`config.mk`:
```
export PLATFORM = sky130hd
export DESIGN_NAME = coherence_snoop_ctrl
export DESIGN_NICKNAME = d
export VERILOG_FILES = /design/src/rtl/coherence_pkg.sv /design/src/rtl/coherence_transition.sv /design/src/rtl/coherence_snoop_ctrl.sv
export SDC_FILE = /design/constraint.sdc
export NUM_CORES = 1
export LEC_CHECK = 0
export BUFFER_PORTS_ARGS = -buffer_cell sky130_fd_sc_hd__buf_2
export CAP_MARGIN = 20
export CORE_UTILIZATION = 52
export CTS_BUF_LIST = sky130_fd_sc_hd__clkbuf_16
export DETAILED_ROUTE_END_ITERATION = 8
export GPL_TIMING_DRIVEN = 1
export HOLD_SLACK_MARGIN = 0.03
export PLACE_DENSITY = 0.76
export SLEW_MARGIN = 20
export SYNTH_ARGS = -nofsm -noshare
export SYNTH_HDL_FRONTEND = slang
export SYNTH_SLANG_ARGS = --single-unit
export TNS_END_PERCENT = 100
```
`constraint.sdc`:
```
create_clock -name clock -period 3.1 [get_ports clock]
set_clock_uncertainty 0.15 [all_clocks]
set_input_delay 0 -clock clock [delete_from_list [all_inputs] [get_ports clock]]
set_output_delay 0 -clock clock [all_outputs]
set_load 0.02 [all_outputs]
```
`src/rtl/coherence_pkg.sv`:
```
// Shared encodings for the snoop controller: line states, bus messages,
// controller FSM states and the role selector for the transition function.
package coherence_pkg;

  typedef enum logic [1:0] {
    LINE_INVALID  = 2'b00,
    LINE_MODIFIED = 2'b01,
    LINE_SHARED   = 2'b10
  } lineState_t;

  typedef enum logic [1:0] {
    MSG_INVALIDATE = 2'b00,
    MSG_READ_MISS  = 2'b01,
    MSG_WRITE_MISS = 2'b10,
    MSG_NONE       = 2'b11
  } busMsg_t;

  typedef enum logic {
    FSM_IDLE    = 1'b0,
    FSM_WB_WAIT = 1'b1
  } fsmState_t;

  typedef enum logic {
    ROLE_SNOOP = 1'b0,
    ROLE_CPU   = 1'b1
  } role_t;

endpackage

```
`src/rtl/coherence_transition.sv`:
```
// Per-line coherence transition. For the CPU role the op is encoded as
// MSG_WRITE_MISS for a write and anything else for a read; the bus message to
// emit (if any) is returned on outMsg.
module coherence_transition
  import coherence_pkg::*;
(
  input  role_t      role,
  input  lineState_t curState,
  input  logic       tagMatch,
  input  busMsg_t    op,
  output lineState_t nextState,
  output logic       writeBack,
  output logic       abort,
  output logic       loadTag,
  output logic       sendMsg,
  output busMsg_t    outMsg
);

  logic hit;
  assign hit = (curState != LINE_INVALID) && tagMatch;

  // Next line state and side effects for one snoop or one local access
  always_comb begin
    nextState = curState;
    writeBack = 1'b0;
    abort     = 1'b0;
    loadTag   = 1'b0;
    sendMsg   = 1'b0;
    outMsg    = MSG_NONE;
    if (role == ROLE_SNOOP) begin
      if (hit) begin
        case (curState)
          LINE_MODIFIED: begin
            // Dirty data must go back to memory; memory's own reply is stale.
            if (op == MSG_READ_MISS) begin
              nextState = LINE_SHARED;
              writeBack = 1'b1;
              abort     = 1'b1;
            end else if (op == MSG_WRITE_MISS) begin
              nextState = LINE_INVALID;
              writeBack = 1'b1;
              abort     = 1'b1;
            end
          end
          LINE_SHARED: begin
            if (op == MSG_INVALIDATE || op == MSG_WRITE_MISS) begin
              nextState = LINE_INVALID;
            end
          end
          default: ;
        endcase
      end
    end else begin
      if (hit) begin
        if (op == MSG_WRITE_MISS && curState == LINE_SHARED) begin
          nextState = LINE_MODIFIED;
          sendMsg   = 1'b1;
          outMsg    = MSG_INVALIDATE;
        end
      end else begin
        loadTag   = 1'b1;
        sendMsg   = 1'b1;
        // Evicting a dirty line writes back its old tag; no memory abort.
        writeBack = (curState == LINE_MODIFIED);
        if (op == MSG_WRITE_MISS) begin
          nextState = LINE_MODIFIED;
          outMsg    = MSG_WRITE_MISS;
        end else begin
          nextState = LINE_SHARED;
          outMsg    = MSG_READ_MISS;
        end
      end
    end
  end

endmodule

```
`src/rtl/coherence_snoop_ctrl.sv`:
```
// Snooping MSI controller for a small direct-mapped line array. At most one
// operation (snoop or local access) updates one line per cycle; snoops win.
//
//   state       | meaning
//   ------------+----------------------------------------------------------
//   FSM_IDLE    | accepting snoops and local accesses
//   FSM_WB_WAIT | write-back pending, wb_req held until wb_ack
module coherence_snoop_ctrl
  import coherence_pkg::*;
#(
  parameter int IDX_W = 2,
  parameter int TAG_W = 8
) (
  input  logic             clock,
  input  logic             reset,
  input  logic             snoop_valid,
  input  logic [1:0]       snoop_msg,
  input  logic [IDX_W-1:0] snoop_idx,
  input  logic [TAG_W-1:0] snoop_tag,
  output logic             snoop_ready,
  input  logic             cpu_valid,
  input  logic             cpu_write,
  input  logic [IDX_W-1:0] cpu_idx,
  input  logic [TAG_W-1:0] cpu_tag,
  output logic             cpu_ready,
  output logic             bus_msg_valid,
  output logic [1:0]       bus_msg,
  output logic             wb_req,
  output logic [IDX_W-1:0] wb_idx,
  output logic [TAG_W-1:0] wb_tag,
  input  logic             wb_ack,
  output logic             abort_mem,
  input  logic [IDX_W-1:0] dbg_idx,
  output logic [1:0]       dbg_state
);

  localparam int NUM_LINES = 2**IDX_W;

  lineState_t       lineState [NUM_LINES];
  logic [TAG_W-1:0] lineTag   [NUM_LINES];

  fsmState_t fsmState, fsmNext;

  logic             snoopActive, cpuAccept, opActive;
  role_t            opRole;
  logic [IDX_W-1:0] opIdx;
  logic [TAG_W-1:0] opTag;
  busMsg_t          opMsg;

  lineState_t trNext;
  logic       trWriteBack, trAbort, trLoadTag, trSendMsg;
  busMsg_t    trOutMsg;

  logic             busMsgValidQ;
  busMsg_t          busMsgQ;
  logic             abortQ;
  logic [IDX_W-1:0] wbIdxQ;
  logic [TAG_W-1:0] wbTagQ;

  // A msg-11 snoop is accepted but inert, so it does not block the CPU.
  assign snoopActive = snoop_valid && snoop_ready && (snoop_msg != MSG_NONE);
  assign cpuAccept   = cpu_valid && cpu_ready;
  assign opActive    = snoopActive || cpuAccept;

  // Select the single operation that owns the transition function this cycle
  always_comb begin
    if (snoopActive) begin
      opRole = ROLE_SNOOP;
      opIdx  = snoop_idx;
      opTag  = snoop_tag;
      opMsg  = busMsg_t'(snoop_msg);
    end else begin
      opRole = ROLE_CPU;
      opIdx  = cpu_idx;
      opTag  = cpu_tag;
      opMsg  = cpu_write ? MSG_WRITE_MISS : MSG_READ_MISS;
    end
  end

  coherence_transition uTransition (
    .role      (opRole),
    .curState  (lineState[opIdx]),
    .tagMatch  (lineTag[opIdx] == opTag),
    .op        (opMsg),
    .nextState (trNext),
    .writeBack (trWriteBack),
    .abort     (trAbort),
    .loadTag   (trLoadTag),
    .sendMsg   (trSendMsg),
    .outMsg    (trOutMsg)
  );

  // FSM state register
  always_ff @(posedge clock) begin
    if (reset) fsmState <= FSM_IDLE;
    else       fsmState <= fsmNext;
  end

  // FSM next state: park in WB_WAIT for any write-back until acknowledged
  always_comb begin
    fsmNext = fsmState;
    case (fsmState)
      FSM_IDLE:    if (opActive && trWriteBack) fsmNext = FSM_WB_WAIT;
      FSM_WB_WAIT: if (wb_ack) fsmNext = FSM_IDLE;
      default:     fsmNext = FSM_IDLE;
    endcase
  end

  // FSM outputs: handshake readiness and write-back request
  always_comb begin
    snoop_ready = (fsmState == FSM_IDLE);
    cpu_ready   = (fsmState == FSM_IDLE) && !(snoop_valid && (snoop_msg != MSG_NONE));
    wb_req      = (fsmState == FSM_WB_WAIT);
  end

  // Line array: one line updated on the accepting edge
  always_ff @(posedge clock) begin
    if (reset) begin
      for (int i = 0; i < NUM_LINES; i++) begin
        lineState[i] <= LINE_INVALID;
        lineTag[i]   <= '0;
      end
    end else if (opActive) begin
      lineState[opIdx] <= trNext;
      if (trLoadTag) lineTag[opIdx] <= opTag;
    end
  end

  // Registered bus message, abort pulse and write-back address
  always_ff @(posedge clock) begin
    if (reset) begin
      busMsgValidQ <= 1'b0;
      busMsgQ      <= MSG_NONE;
      abortQ       <= 1'b0;
      wbIdxQ       <= '0;
      wbTagQ       <= '0;
    end else begin
      busMsgValidQ <= opActive && trSendMsg;
      busMsgQ      <= (opActive && trSendMsg) ? trOutMsg : MSG_NONE;
      abortQ       <= opActive && trAbort;
      if (opActive && trWriteBack) begin
        wbIdxQ <= opIdx;
        wbTagQ <= lineTag[opIdx];
      end
    end
  end

  assign bus_msg_valid = busMsgValidQ;
  assign bus_msg       = busMsgQ;
  assign abort_mem     = abortQ;
  assign wb_idx        = wbIdxQ;
  assign wb_tag        = wbTagQ;
  assign dbg_state     = lineState[dbg_idx];

endmodule

```
* After elaboration in Yosys (flattened, before gate mapping)
Memory sizes are Yosys's and may differ from the RTL's.
Index checks and enable logic that the tools add are counted.
** Word-level totals
- Word-level logic and storage cells :: 80
- Input bits :: 30
- Bits in writable memories :: 40
- Output and inout port bits :: 19
- Flip-flop bits (word level) :: 15
- Memories :: 2
** Memories
- lineTag :: words 4, width 8, rd ports 1, clocked after Yosys merged registers in 0, write ports 4, line coherence_snoop_ctrl.sv:40 : logic [TAG_W-1:0] lineTag [NUM_LINES];
- lineState :: words 4, width 2, rd ports 2, clocked after Yosys merged registers in 0, write ports 4, line coherence_snoop_ctrl.sv:39 : lineState_t lineState [NUM_LINES];
** Operators by class
- Reduce and logical (&&, ||, !) cells :: 18
- Equal/unequal tests :: 6
- Bitwise logic cells :: 2
- Muxes and demuxes :: 46
** Operator list (count)
- $mux 2 :: 17
- $mux 1 :: 25
- $mux 8 :: 2
- $logic_and 1x1->1 :: 10
- $eq 8x8->1 :: 1
- $reduce_or 8->1 :: 1
- $eq 2x1->1 const B :: 2
- $eq 2x2->1 const B :: 2
- $pmux 2 s2 :: 1
- $reduce_or 3->1 :: 1
- $logic_not 2->1 :: 1
- $logic_or 1x1->1 :: 2
- $ne 2x2->1 const B :: 1
- $not 1->1 :: 2
- $pmux 1 s2 :: 1
- $reduce_bool 2->1 :: 1
- $reduce_or 2->1 :: 1
- $logic_not 1->1 :: 1

* Logic depth before layout (Yosys ltp)
Gate-level depths: netlist of the first run.
An unclocked memory read counts as a cell.
- Depth after elaboration :: 15
- Mapped depth :: 16
- Depth with buffers taken out :: 14

* Modules after synthesis
From an unflattened synthesis of the first run, not the netlist that was laid out.
** Unflattened totals
- Cell total of the unflattened synthesis :: 305
- Area, all modules :: 3196.8 µm²
** Modules (own cells, without submodules)
- coherence_snoop_ctrl :: instances 1, seq. area each 1501.4 µm², cells each 269, area an instance 2949.1 µm²
- coherence_transition :: instances 1, seq. area each 0.0 µm², cells each 36, area an instance 247.7 µm²

* Worst setup path before layout of the first run
OpenSTA, ideal clock, no wires.
- Path type :: reg2reg
- Start :: register fsmState, in the netlist wb_req
- End :: register wbIdxQ[0], in the netlist wb_idx[0]
- Period minus slack after synthesis :: 3402 ps
- Arrival time :: 3130 ps
- Stages on the path, launching flop included :: 16
- Data required time :: 2829 ps
- Library setup time :: 121 ps
- Path buffers :: 3
- Path slack :: -302 ps
- Cell sequence :: dfxtp_1 > nor2b_2 > buf_4 > and3_1 > clkbuf_1 > nor2_1 > nand2_1 > nand3_1 > o21ai_0 > ha_1 > a21o_1 > a211oi_2 > a211oi_4 > o21ai_1 > buf_6 > mux2_4
** On the way
- Word-level cells in the longest chain between the ends :: 11
- Elaborated cells between the ends (all ways) :: 24
- Classes of those cells :: eq/ne: 4; mux: 9; bitwise: 1; reduce/logical: 8; memory: 2
** Ends and longest elaborated chain
- start, declared :: line coherence_snoop_ctrl.sv:42 : fsmState_t fsmState, fsmNext;
- start signal, assigned :: line coherence_snoop_ctrl.sv:96 : else fsmState <= fsmNext;
- $not 1->1 (*)
- parallel branches: the longest is 10 deep, another holds $mem_v2 4x8
- end signal, assigned :: line coherence_snoop_ctrl.sv:142 : wbIdxQ <= opIdx;
- end, declared :: line coherence_snoop_ctrl.sv:57 : logic [IDX_W-1:0] wbIdxQ;
Every way passes the cells marked *.
A chain may end at the register's enable or synchronous reset.

* Worst setup path after layout of the first run
Same ends and word-level chain as after synthesis.

==> results.md, run 1 <==
- Post-synth ARST share: 0%
- Slowest-stage cell, CP: mux4_2
- Worst Setup SP: wb_req
- PnR worst setup slack: -128.9 ps
- Via count: ~3500
- Syn-to-layout area delta: 35.69%
- Routed Antenna Nets: 0
- Max incr delay on CP: 370 ps
- CP top delay family: compound AO/OA/AOI/OAI gates
- Outcome: complete, but fails checks
- Hold Violations, Final: 0
- Unique masters post-synth: 60
- Tot GR Track Use: slightly below 30%
- Vias in the first global route: between 3000 and 4000
- GPL Wtd Cong: just under 0.9
- Sequential area share after synthesis: between 40% and 50%
- Worst-path fanout max: 7
- Vias per cell: around 6.4
- Num ports: between 40 and 50
- Setup CP Type: reg -> reg
- Post-synth top flop: edfxtp_1
- Place WS: -227.0 ps
- Psw: ~0.65 mW
- Post-DP HPWL: between 7000 and 8000 um
- Clock Tree Root: clkbuf_16
- Syn_nets: 395
- Area leader, netlist: edfxtp_1
- Final-report setup violation count: 37
- Mapped Area: roughly 3600 um2
- Mapped Cells: 360
- Global route overflow: 0
- Failing checks: setup timing
- Fillers: around 410
- Leak pwr: ~2 nW
- Yosys warnings: 0
- Final WL: about 11000 um
- First-pass GRT wire length: between 15000 and 20000 um
- Internal power: approximately 1.4 mW
- Fmax: slightly above 300 MHz
- Area of the multi-input gates: roughly 2200 um2
- Sequential cell area: roughly 1500 um2
- EDFF count, synth: 40
- CP Capture Point: wb_idx[0]
- HP Class: in -> reg
- CTS tree: done
- DIE WIDTH: 85.29 um
- Fin. max-slew vios: 0
- Max-cap violations: 0
- Die ar.: ~7300 um2
- Finished Layout Cells: 547
- Die Ht: about 85 um
- Clock share of power: between 20% and 30%
- Crit path depth: 13
- Cell Pwr Density: approximately 430 nW/um2
- Worst setup EP type: flop
- CTS sink cnt: 55
- Drt drc: 0
- CTS Buf Count: 5
- Sw Share: between 30% and 40%
- Worst-margin pin slew: around 620 ps
- Slew margin rel.: 58.83%
- Antenna diodes: 0
- Yosys top cell area share: between 30% and 40%
- Hold Crit Depth: 4
- Critical R2R Launch: wb_req
- Num rows: 29
- Comb power frac: approximately 33%
- Min Tclk post-route: 3229 ps
- Area contributors post-synth: edfxtp_1 (33%), dfxtp_1 (8.3%), nand2b_1 (5.7%), nor2_1 (4.4%), a211oi_1 (3.5%)
- H-tree Lvls: 2
- WP buf/inv: 3
- WL/cell: ~20 um
- Critical Path Start Type: flop
- Drt pass-1 iters: 6
- IO buf count: 48
- RSZ-0062 raised after global routing: yes
- Core region area: roughly 6500 um2
- CTS max path bufs: 2
- Reg2Reg Setup Slack: -130 ps
- Cell with the most instances after synthesis: nor2_1
- Syn Area/Cell: between 10 and 15 um2
- Initial DRC Count: ~310
- Layout cells sized above 1: 41.91%
- Nets: slightly above 500
- WP data arrival: 3270 ps
- Reg2Reg Capture Point: wb_idx[0]
- FF+latch count, synth: 55
- Sequential power share: between 40% and 50%
- Worst-path cell chain: nor2b_4, nand2_4, a21o_4, mux4_2, inv_2, ha_4, a21o_1, buf_4, a211o_1, nor4_4, o21ai_4, buf_12, mux2_4
- Commonest cells in the netlist: nor2_1 (42), edfxtp_1 (40), nand2b_1 (33), nand2_1 (25), a21oi_1 (22)
- Worst-path clk slew: about 70 ps
- FF-to-FF path depth: 13
- Initial antenna violation count: 0
- CP Data Required Time: about 3100 ps
- Max rail drop VDD: 0.2250 mV
- Clk Latency, worst-skew pair: ~290 ps
- Starting Density: approximately 55%
- Placed insts: roughly 530
- Largest net degree at the start of global routing: 36
- Crit share post-route: 104.2%
-- area by class of cell --
type,instances,area share (%)
multi-input combinational,277,45.37
tap,77,1.968
sequential,55,30.75
inverter,7,0.5368
clock buffer,5,2.556
timing repair buffer,123,18.48
clock inverter,3,0.3323
-- layout by cell type, fill, tap and decap left out, drive strengths merged, types with 6 or more instances in the layout --
cell    count
xnor2       6
dfxtp      15
a21o        6
inv         8
edfxtp     40
mux2        6
a211oi     19
mux2i      14
nand2b     33
nand3      14
nand2      26
a31o        6
a311oi      6
o21ai      14
nor2b       6
buf       122
a21oi      23
and3       10
nor2       43
-- power by group through the flow --
stage                     sequential, mW  combinational, mW  clock [mW]
after CTS                          0.856              0.615       0.550
final                              0.857              0.691       0.547
after detailed placement           0.872              0.577           0
after global routing               0.861              0.723       0.568
after floorplan                    0.875              0.334           0
after global placement             0.869              0.565           0
-- how the worst min path moves through the flow --
stage	start	endpoint	slack, ps
floorplan	snoop_valid	cpu_ready	-20
global placement	wb_ack	wb_req	170
detailed placement	wb_ack	wb_req	160
CTS	cpu_tag[5]	lineTag[1][5]	90
global route	cpu_tag[5]	lineTag[1][5]	110
finish	cpu_tag[2]	lineTag[0][2]	90
-- state kept, by name (all words and copies together) (netlist names) --
signal	flops
lineTag	32
wb_req	1
bus_msg	2
wb_idx	2
wb_tag	8
bus_msg_valid	1
lineState	8
abort_mem	1
-- metrics by stage --
step / power, mW / setup TNS [ps] / hold WS, ps / cell area, um2 / utilization [%]
finish: 2.096 / -2032 / 89.98 / 4895 / 74.94
global route: 2.152 / -4340 / 108.2 / 4895 / 74.94
CTS: 2.022 / 0 / 85.77 / 4720 / 72.26
detailed placement: 1.448 / -10540 / 157.2 / 4422 / 67.70
global placement: 1.433 / -3118 / 167.5 / 4422 / 67.70
floorplan: 1.208 / 0 / -21.36 / 3646 / -
-- metal layers --
metal  vias to the layer above  share of wire [%]  GRT usage, %
met5                         -                  0             0
met4                         0                3.5         12.27
met3                        43                9.0         3.988
met2                       247                 47         50.59
met1                      1640                 40         37.19
li1                       1552                  -             -
-- worst register-to-register path, delay by kind of cell, from the launching register on --
family | cells | cell delay, ps
compound gates | 4 | 840
mux | 2 | 660
simple gates | 3 | 610
flops | 1 | 360
buf+inv | 3 | 350
fa+ha+maj | 1 | 160
-- kinds of logic (layout without fill, tap and decap cells) --
| kind of cell | Yosys count | in the layout | share of synthesized area [%] |
|---|---|---|---|
| fa+ha+maj | 5 | 5 | 1.734 |
| flops | 55 | 55 | 41.62 |
| simple gates | 146 | 146 | 21.37 |
| buf+inv | 28 | 138 | 4.370 |
| xor+xnor | 7 | 7 | 1.700 |
| mux | 23 | 23 | 9.539 |
| compound gates | 96 | 96 | 19.67 |
-- timing repair --
action,CTS,global route
hold endpoints to repair,1,0
setup buffers,3,3
hold buffers,1,0
setup endpoints to repair,83,82
gates resized for setup,24,38
pin swaps,7,18
Power figures use the tool's default switching activity.
==> inputs of run 2 (changes only) <==
--- a/config.mk
+++ b/config.mk
@@ -5,14 +5,15 @@
 export SDC_FILE = /design/constraint.sdc
 export NUM_CORES = 1
 export LEC_CHECK = 0
-export BUFFER_PORTS_ARGS = -buffer_cell sky130_fd_sc_hd__buf_2
 export CAP_MARGIN = 20
-export CORE_UTILIZATION = 52
+export CORE_UTILIZATION = 58
 export CTS_BUF_LIST = sky130_fd_sc_hd__clkbuf_16
 export DETAILED_ROUTE_END_ITERATION = 8
+export DONT_BUFFER_PORTS = 1
 export GPL_TIMING_DRIVEN = 1
 export HOLD_SLACK_MARGIN = 0.03
 export PLACE_DENSITY = 0.76
+export SKIP_LAST_GASP = 1
 export SLEW_MARGIN = 20
 export SYNTH_ARGS = -nofsm -noshare
 export SYNTH_HDL_FRONTEND = slang
==> results.md, run 2 (synthesis gave the netlist of run 1 again) <==
- Slew margin rel.: 62.23% (+3.4 points)
- HP Start: snoop_tag[2]
- Clock Tree Root: clkbuf_16
- Tot GR Track Use: 37.03% (+7.7 points)
- Cell Pwr Density: 434.7 nW/um2 (+1.5%)
- Commonest non-fill, non-tap cell in the layout: buf_4
- Max-cap violations: 0 (unchanged)
- Num ports: 49 (unchanged)
- CTS sink cnt: 55 (unchanged)
- Drt drc: 0 (unchanged)
- Num rows: 28 (-3.4%)
- Hold Crit Depth: 3 (-1)
- Vias in the first global route: 3487 (+7.2%)
- Drt pass-1 iters: 5 (-1)
- Worst-path cell chain: nand2b_4, buf_4, o21ai_0, o21a_2, nor2_1, ha_1, inv_1, o21ai_0, a2bb2oi_2, nand4b_1, nor3_2, o21ai_1, buf_4, a21boi_0
- Max reg flops: 32 (unchanged)
- Global route overflow: 0 (unchanged)
- Layout cells sized above 1: 39.74% (-2.2 points)
- DIE WIDTH: 80.86 um (-5.2%)
- Setup CP Type: reg -> reg
- Via count: 3865 (+11%)
- HP Class: in -> reg
- Post-DP HPWL: 7407 um (+0.16%)
- Fin. max-slew vios: 0 (unchanged)
- Finished Layout Cells: 538 (-1.6%)
- FF-to-FF path depth: 14 (+1)
- Clk Latency, worst-skew pair: 300 ps (about the same)
- Placed insts: 484 (-9.4%)
- Syn-to-layout area delta: 45.61%
- WL/cell: 27.60 um (+35%)
- Reg2Reg Capture Point: lineState[3][1]
- Failing checks: setup timing
- Largest net degree at the start of global routing: 36 (unchanged)
- Die ar.: 6538 um2 (-10%)
- CP top delay family: compound AO/OA/AOI/OAI gates
- Hold Violations, Final: 0 (unchanged)
- CTS max path bufs: 2 (unchanged)
- Max rail drop VDD: 0.2913 mV (+29%)
- CP Data Required Time: 3070 ps (-70 ps)
- CTS Buf Count: 5 (unchanged)
- Reg2Reg Setup Slack: -610 ps (-480 ps)
- Fillers: 248 (-40%)
- Starting Density: 60.57% (+5.3 points)
- Sequential cell area: 1505 um2 (unchanged)
- Routed Antenna Nets: 0 (unchanged)
- Min Tclk post-route: 3714 ps (+484.9 ps)
- Initial antenna violation count: 0 (unchanged)
- Outcome: complete, but fails checks
- Worst-path clk slew: 70 ps (about the same)
- RSZ-0062 raised after global routing: yes
- Antenna diodes: 0 (unchanged)
- Final WL: 14850 um (+33%)
- Hold path endpoint: lineTag[1][2]
- WP data arrival: 3680 ps (+410 ps)
- Placed cell area: 4204 um2 (-4.9%)
- Worst-margin pin slew: 564.7 ps (-52.83 ps)
- Commonest non-fill, non-tap cells in the layout: buf_4 (58), edfxtp_1 (40), dlygate4sd3_1 (39)
- Area of the multi-input gates: 2366 um2 (+6.5%)
- Leak pwr: 1.990 nW (-0.61%)
- PnR worst setup slack: -613.8 ps (-484.9 ps)
- H-tree Lvls: 2 (unchanged)
- Crit share post-route: 119.8% (+16 points)
- Final instance area: 5253 um2 (+7.3%)
- Final-report setup violation count: 86 (+130%)
- IO buf count: 0 (-100%)
- GPL Wtd Cong: 0.8954 (+0.30%)
- WP buf/inv: 3 (unchanged)
- Top reg by flops: lineTag
- Initial DRC Count: 640 (+110%)
- Worst-path fanout max: 5 (-2)
- Nets: 497 (-1.4%)
- Fmax: 269.3 MHz (-13%)
- Slowest-stage cell, CP: nor3_2
- Core region area: 5956 um2 (-8.8%)
- CTS tree: done
- Worst setup EP type: flop
- Die Ht: 80.86 um (-5.2%)
- Critical R2R Launch: wb_req
- First-pass GRT wire length: 17660 um (+9.0%)
- Max incr delay on CP: 440 ps (+70 ps)
- Critical Path Start Type: flop
- Vias per cell: 7.184 (+13%)
==> run 2: layer usage <==
layer / global-route usage [%] / wire length [um] / up-vias
met5: 0 / 0 / -
met4: 19.46 / 1242 / 0
met3: 10.56 / 2384 / 138
met2: 61.01 / 6363 / 424
met1: 43.70 / 4858 / 1766
li1: - / - / 1537
==> run 2: worst max path at each step <==
stage	from	end	slack, ps	cells after the start
2_1_floorplan	wb_req	lineState[3][1]	20	16
3_3_place_gp	wb_req	wb_req	-80	13
3_5_place_dp	wb_req	wb_req	-130	13
4_1_cts	wb_req	lineTag[2][7]	-20	13
5_1_grt	wb_req	lineState[3][1]	-1110	14
6_report	wb_req	lineState[3][1]	-610	14
==> run 2: cell type report <==
cell class                 instances  area share (%)
clock buffer                       5           2.382
clock inverter                     3          0.8337
inverter                           7          0.5002
multi-input combinational        277           45.05
sequential                        55           28.66
tap                               75           1.787
timing repair buffer             116           20.80
==> run 2: timing repair <==
action / 4_1_cts / 5_1_grt
buffers inserted: 3 / 6
hold buffers: 38 / 2
hold endpoints to repair: 91 / 46
resized for setup: 21 / 82
pin swaps: 8 / 10
endpoints found under the setup margin: 75 / 88
==> run 2: through the flow <==
| step | setup TNS (ps) | setup slack, ps | hold WS (ps) | utilization (%) | power [mW] |
|---|---|---|---|---|---|
| after floorplan | 0 | 24.02 | -21.36 | - | 1.208 |
| after global placement | -1821 | -80.06 | -55.93 | 70.59 | 1.392 |
| after detailed placement | -4519 | -126.8 | -57.02 | 70.59 | 1.407 |
| after CTS | -156.5 | -16.96 | -366.6 | 81.85 | 2.111 |
| after global routing | -33540 | -1106 | 26.44 | 88.19 | 2.343 |
| final | -14280 | -613.8 | 28.73 | 88.19 | 2.283 |
==> run 2: power breakdown <==
| group | leakage [nW] | internal, mW | total (mW) | switching [mW] |
|---|---|---|---|---|
| clock | 0.0838 | 0.382 | 0.654 | 0.272 |
| sequential | 0.542 | 0.836 | 0.873 | 0.0372 |
| combinational | 1.36 | 0.345 | 0.756 | 0.411 |
==> run 2: worst register-to-register path, delay by kind of cell (launching register included) <==
family,cells,cell delay (ps)
AO/OA/AOI/OAI,6,1280
AND/OR/NAND/NOR,4,950
buffers and inverters,3,490
flip-flops,1,360
adder cells (fa/ha/maj),1,310
==> inputs of run 3 (changes only) <==
--- a/config.mk
+++ b/config.mk
@@ -5,6 +5,7 @@
 export SDC_FILE = /design/constraint.sdc
 export NUM_CORES = 1
 export LEC_CHECK = 0
+export ABC_AREA = 1
 export CAP_MARGIN = 20
 export CORE_UTILIZATION = 58
 export CTS_BUF_LIST = sky130_fd_sc_hd__clkbuf_16
@@ -17,5 +18,6 @@
 export SLEW_MARGIN = 20
 export SYNTH_ARGS = -nofsm -noshare
 export SYNTH_HDL_FRONTEND = slang
+export SYNTH_HIERARCHICAL = 1
 export SYNTH_SLANG_ARGS = --single-unit
 export TNS_END_PERCENT = 100
==> results.md, run 3 <==
- Initial DRC Count: 537 (-16%)
- Tot GR Track Use: 28.81% (-8.2 points)
- HP Class: in -> reg
- Critical Path Start Type: flop
- CTS sink cnt: 55 (unchanged)
- Worst-path clk slew: 70 ps (about the same)
- Nets: 529 (+6.4%)
- Max-cap violations: 0 (unchanged)
- Post-synth ARST share: 0% (unchanged)
- Mapped Cells: 463 (+29%)
- Hold Violations, Final: 0 (unchanged)
- Fillers: 405 (+63%)
- Failing checks: setup timing
- Die Ht: 78.45 um (-3.0%)
- Min Tclk post-route: 3102 ps (-612.1 ps)
- Clock Tree Root: clkbuf_16
- IO buf count: 0 (unchanged)
- Finished Layout Cells: 567 (+5.4%)
- Commonest cells in the netlist: nand2_1 (101), inv_1 (84), nor2_1 (70), nand3_1 (63), edfxtp_1 (40)
- Post-synth top flop: edfxtp_1
- Final-report setup violation count: 2 (-98%)
- Crit share post-route: 100.1% (-20 points)
- Via count: 3284 (-15%)
- Area contributors post-synth: edfxtp_1 (35%), nand2_1 (11%), nand3_1 (9.3%), inv_1 (9.3%), dfxtp_1 (8.9%)
- Initial antenna violation count: 0 (unchanged)
- Met2 WL: 4422 um (-31%)
- WP data arrival: 2970 ps (-710 ps)
- Global route overflow: 0 (unchanged)
- Num rows: 27 (-3.6%)
- First-pass GRT wire length: 13570 um (-23%)
- Drt drc: 0 (unchanged)
- Vias in the first global route: 2821 (-19%)
- CTS Buf Count: 5 (unchanged)
- Mapped Area: 3390 um2 (-6.0%)
- Routed Antenna Nets: 0 (unchanged)
- Antenna diodes: 0 (unchanged)
- PnR worst setup slack: -1.641 ps (+612.1 ps)
- WL/cell: 16.83 um (-39%)
- H-tree Lvls: 2 (unchanged)
- Die ar.: 6154 um2 (-5.9%)
- Slew margin rel.: 60.40% (-1.8 points)
- GPL Wtd Cong: 0.9267 (+3.5%)
- Sequential area share after synthesis: 44.30% (+2.7 points)
- Num ports: 49 (unchanged)
- Commonest non-fill, non-tap cells in the layout: nand2_1 (99), inv_1 (74), nand3_1 (62)
- Yosys top cell area share: 35.44% (+2.1 points)
- Outcome: complete, but fails checks
- Unique masters post-synth: 31 (-48%)
- Starting Density: 60.81% (+0.24 points)
- Final WL: 9542 um (-36%)
- Drt pass-1 iters: 6 (+1)
- Worst setup EP type: flop
- DIE WIDTH: 78.45 um (-3.0%)
- Layout cells sized above 1: 16.97% (-23 points)
- Top reg by flops: lineTag
- Placed insts: 538 (+11%)
- Cell with the most instances after synthesis: nand2_1
- Met3 WL: 906 um (-62%)
- Clk Latency, worst-skew pair: 300 ps (about the same)
- CTS tree: done
- DR top layer: met4
- EDFF count, synth: 40 (unchanged)
- Worst-path fanout max: 7 (+2)
- Max reg flops: 32 (unchanged)
- Area leader, netlist: edfxtp_1
- CTS max path bufs: 2 (unchanged)
- Commonest non-fill, non-tap cell in the layout: nand2_1
- Cell Pwr Density: 506.2 nW/um2 (+16%)
- FF+latch count, synth: 55 (unchanged)
- Max rail drop VDD: 0.2716 mV (-6.8%)
- Fmax: 322.4 MHz (+20%)
- Worst-margin pin slew: 590.3 ps (+25.64 ps)
- RSZ-0062 raised after global routing: yes
- Syn_nets: 498 (+26%)
- Power, Total: 2.072 mW (-9.3%)
- Syn Area/Cell: 7.321 um2 (-27%)
- Syn-to-layout area delta: 20.75%
- Largest net degree at the start of global routing: 36 (unchanged)
- Core region area: 5574 um2 (-6.4%)
- Vias per cell: 5.792 (-19%)
- Leak pwr: 1.863 nW (-6.4%)
- CP Data Required Time: 2970 ps (-100 ps)
- M1 WL: 3934 um (-19%)
- Setup CP Type: reg -> reg
- Fin. max-slew vios: 0 (unchanged)
- Post-DP HPWL: 5995 um (-19%)
- Yosys warnings: 6 (+6)
[run 3: changes by cell type after synthesis, moves of 17 or more]
cell and delta:
nand3_1 +49, nand2b_1 -33, nor2_1 +28, nand2_1 +76, a211oi_1 -17, inv_1 +77
a21oi_1 -18
[run 3: where the power goes]
group          switching [mW]  internal, mW
combinational           0.356         0.223
sequential             0.0562         0.854
clock                   0.278         0.305
total                   0.690          1.38
[run 3: cell families (layout without fill, tap and decap cells)]
logic type,count (synthesis),count (layout),synth area share (%)
AOI/OAI and AO/OA,47,48,8.712
and+or+nand+nor,248,249,31.67
DFF,55,55,44.30
buffers and inverters,108,138,13.47
adders and majority gates,5,5,1.846
[run 3: area by class of cell]
type	instances	area [um2]	share of cell area, %
inverters	90	345.3	8.438
flip-flops and latches	55	1503	36.72
repair buffers	40	471.7	11.53
multi-input cells	302	1535	37.51
well taps	72	90.09	2.201
clock inverters	3	22.52	0.5503
clock buffers	5	125.1	3.057
[run 3: final timing paths]
path                   start            end  slack (ps)  cells after the start
setup / recovery      wb_req  lineTag[1][1]          -2                     18
hold reg to reg    wb_tag[2]      wb_tag[2]         500                      2
setup reg to reg      wb_req  lineTag[1][1]          -2                     18
hold / removal    cpu_idx[1]      wb_idx[1]          50                      4
[run 3: critical path, cell delays in order (launching register included)]
cell and delay (ps):
dfxtp_2 340, inv_4 80, buf_6 130, nand4_1 190, nand2_4 220, clkbuf_16 170
nand2_1 60, nand3_1 130, nand3_1 110, nand2_1 110, nor2_1 50, nand2_1 70
nor2_2 60, inv_2 80, nor2_4 40, nor2_1 160, nand2_2 140, o21ai_0 290
buf_4 220
[run 3: timing repair]
action / 4_1_cts / 5_1_grt
endpoints found under the setup margin: 0 / 82
hold buffers: 11 / 0
resized for setup: 0 / 39
endpoints found under the hold margin: 17 / 0
buffers inserted: 0 / 3
[run 3: through the flow]
step	setup slack [ps]	cell area [um2]	setup TNS (ps)	hold slack, ps	util (%)
5_1_grt	-135.4	4093	-5623	68.00	73.42
4_1_cts	17.75	3826	0	32.89	68.64
3_3_place_gp	98.96	3568	0	-73.80	64.02
6_report	-1.641	4093	-1.728	47.37	73.42
3_5_place_dp	56.53	3568	0	-73.29	64.02
2_1_floorplan	-114.1	3390	-3090	-78.32	-
[run 3: routing by layer]
metal / up-vias / GRT usage [%]
li1: 1536 / -
met1: 1498 / 39.37
met2: 219 / 45.09
met3: 31 / 6.744
met4: 0 / 9.259
met5: - / 0
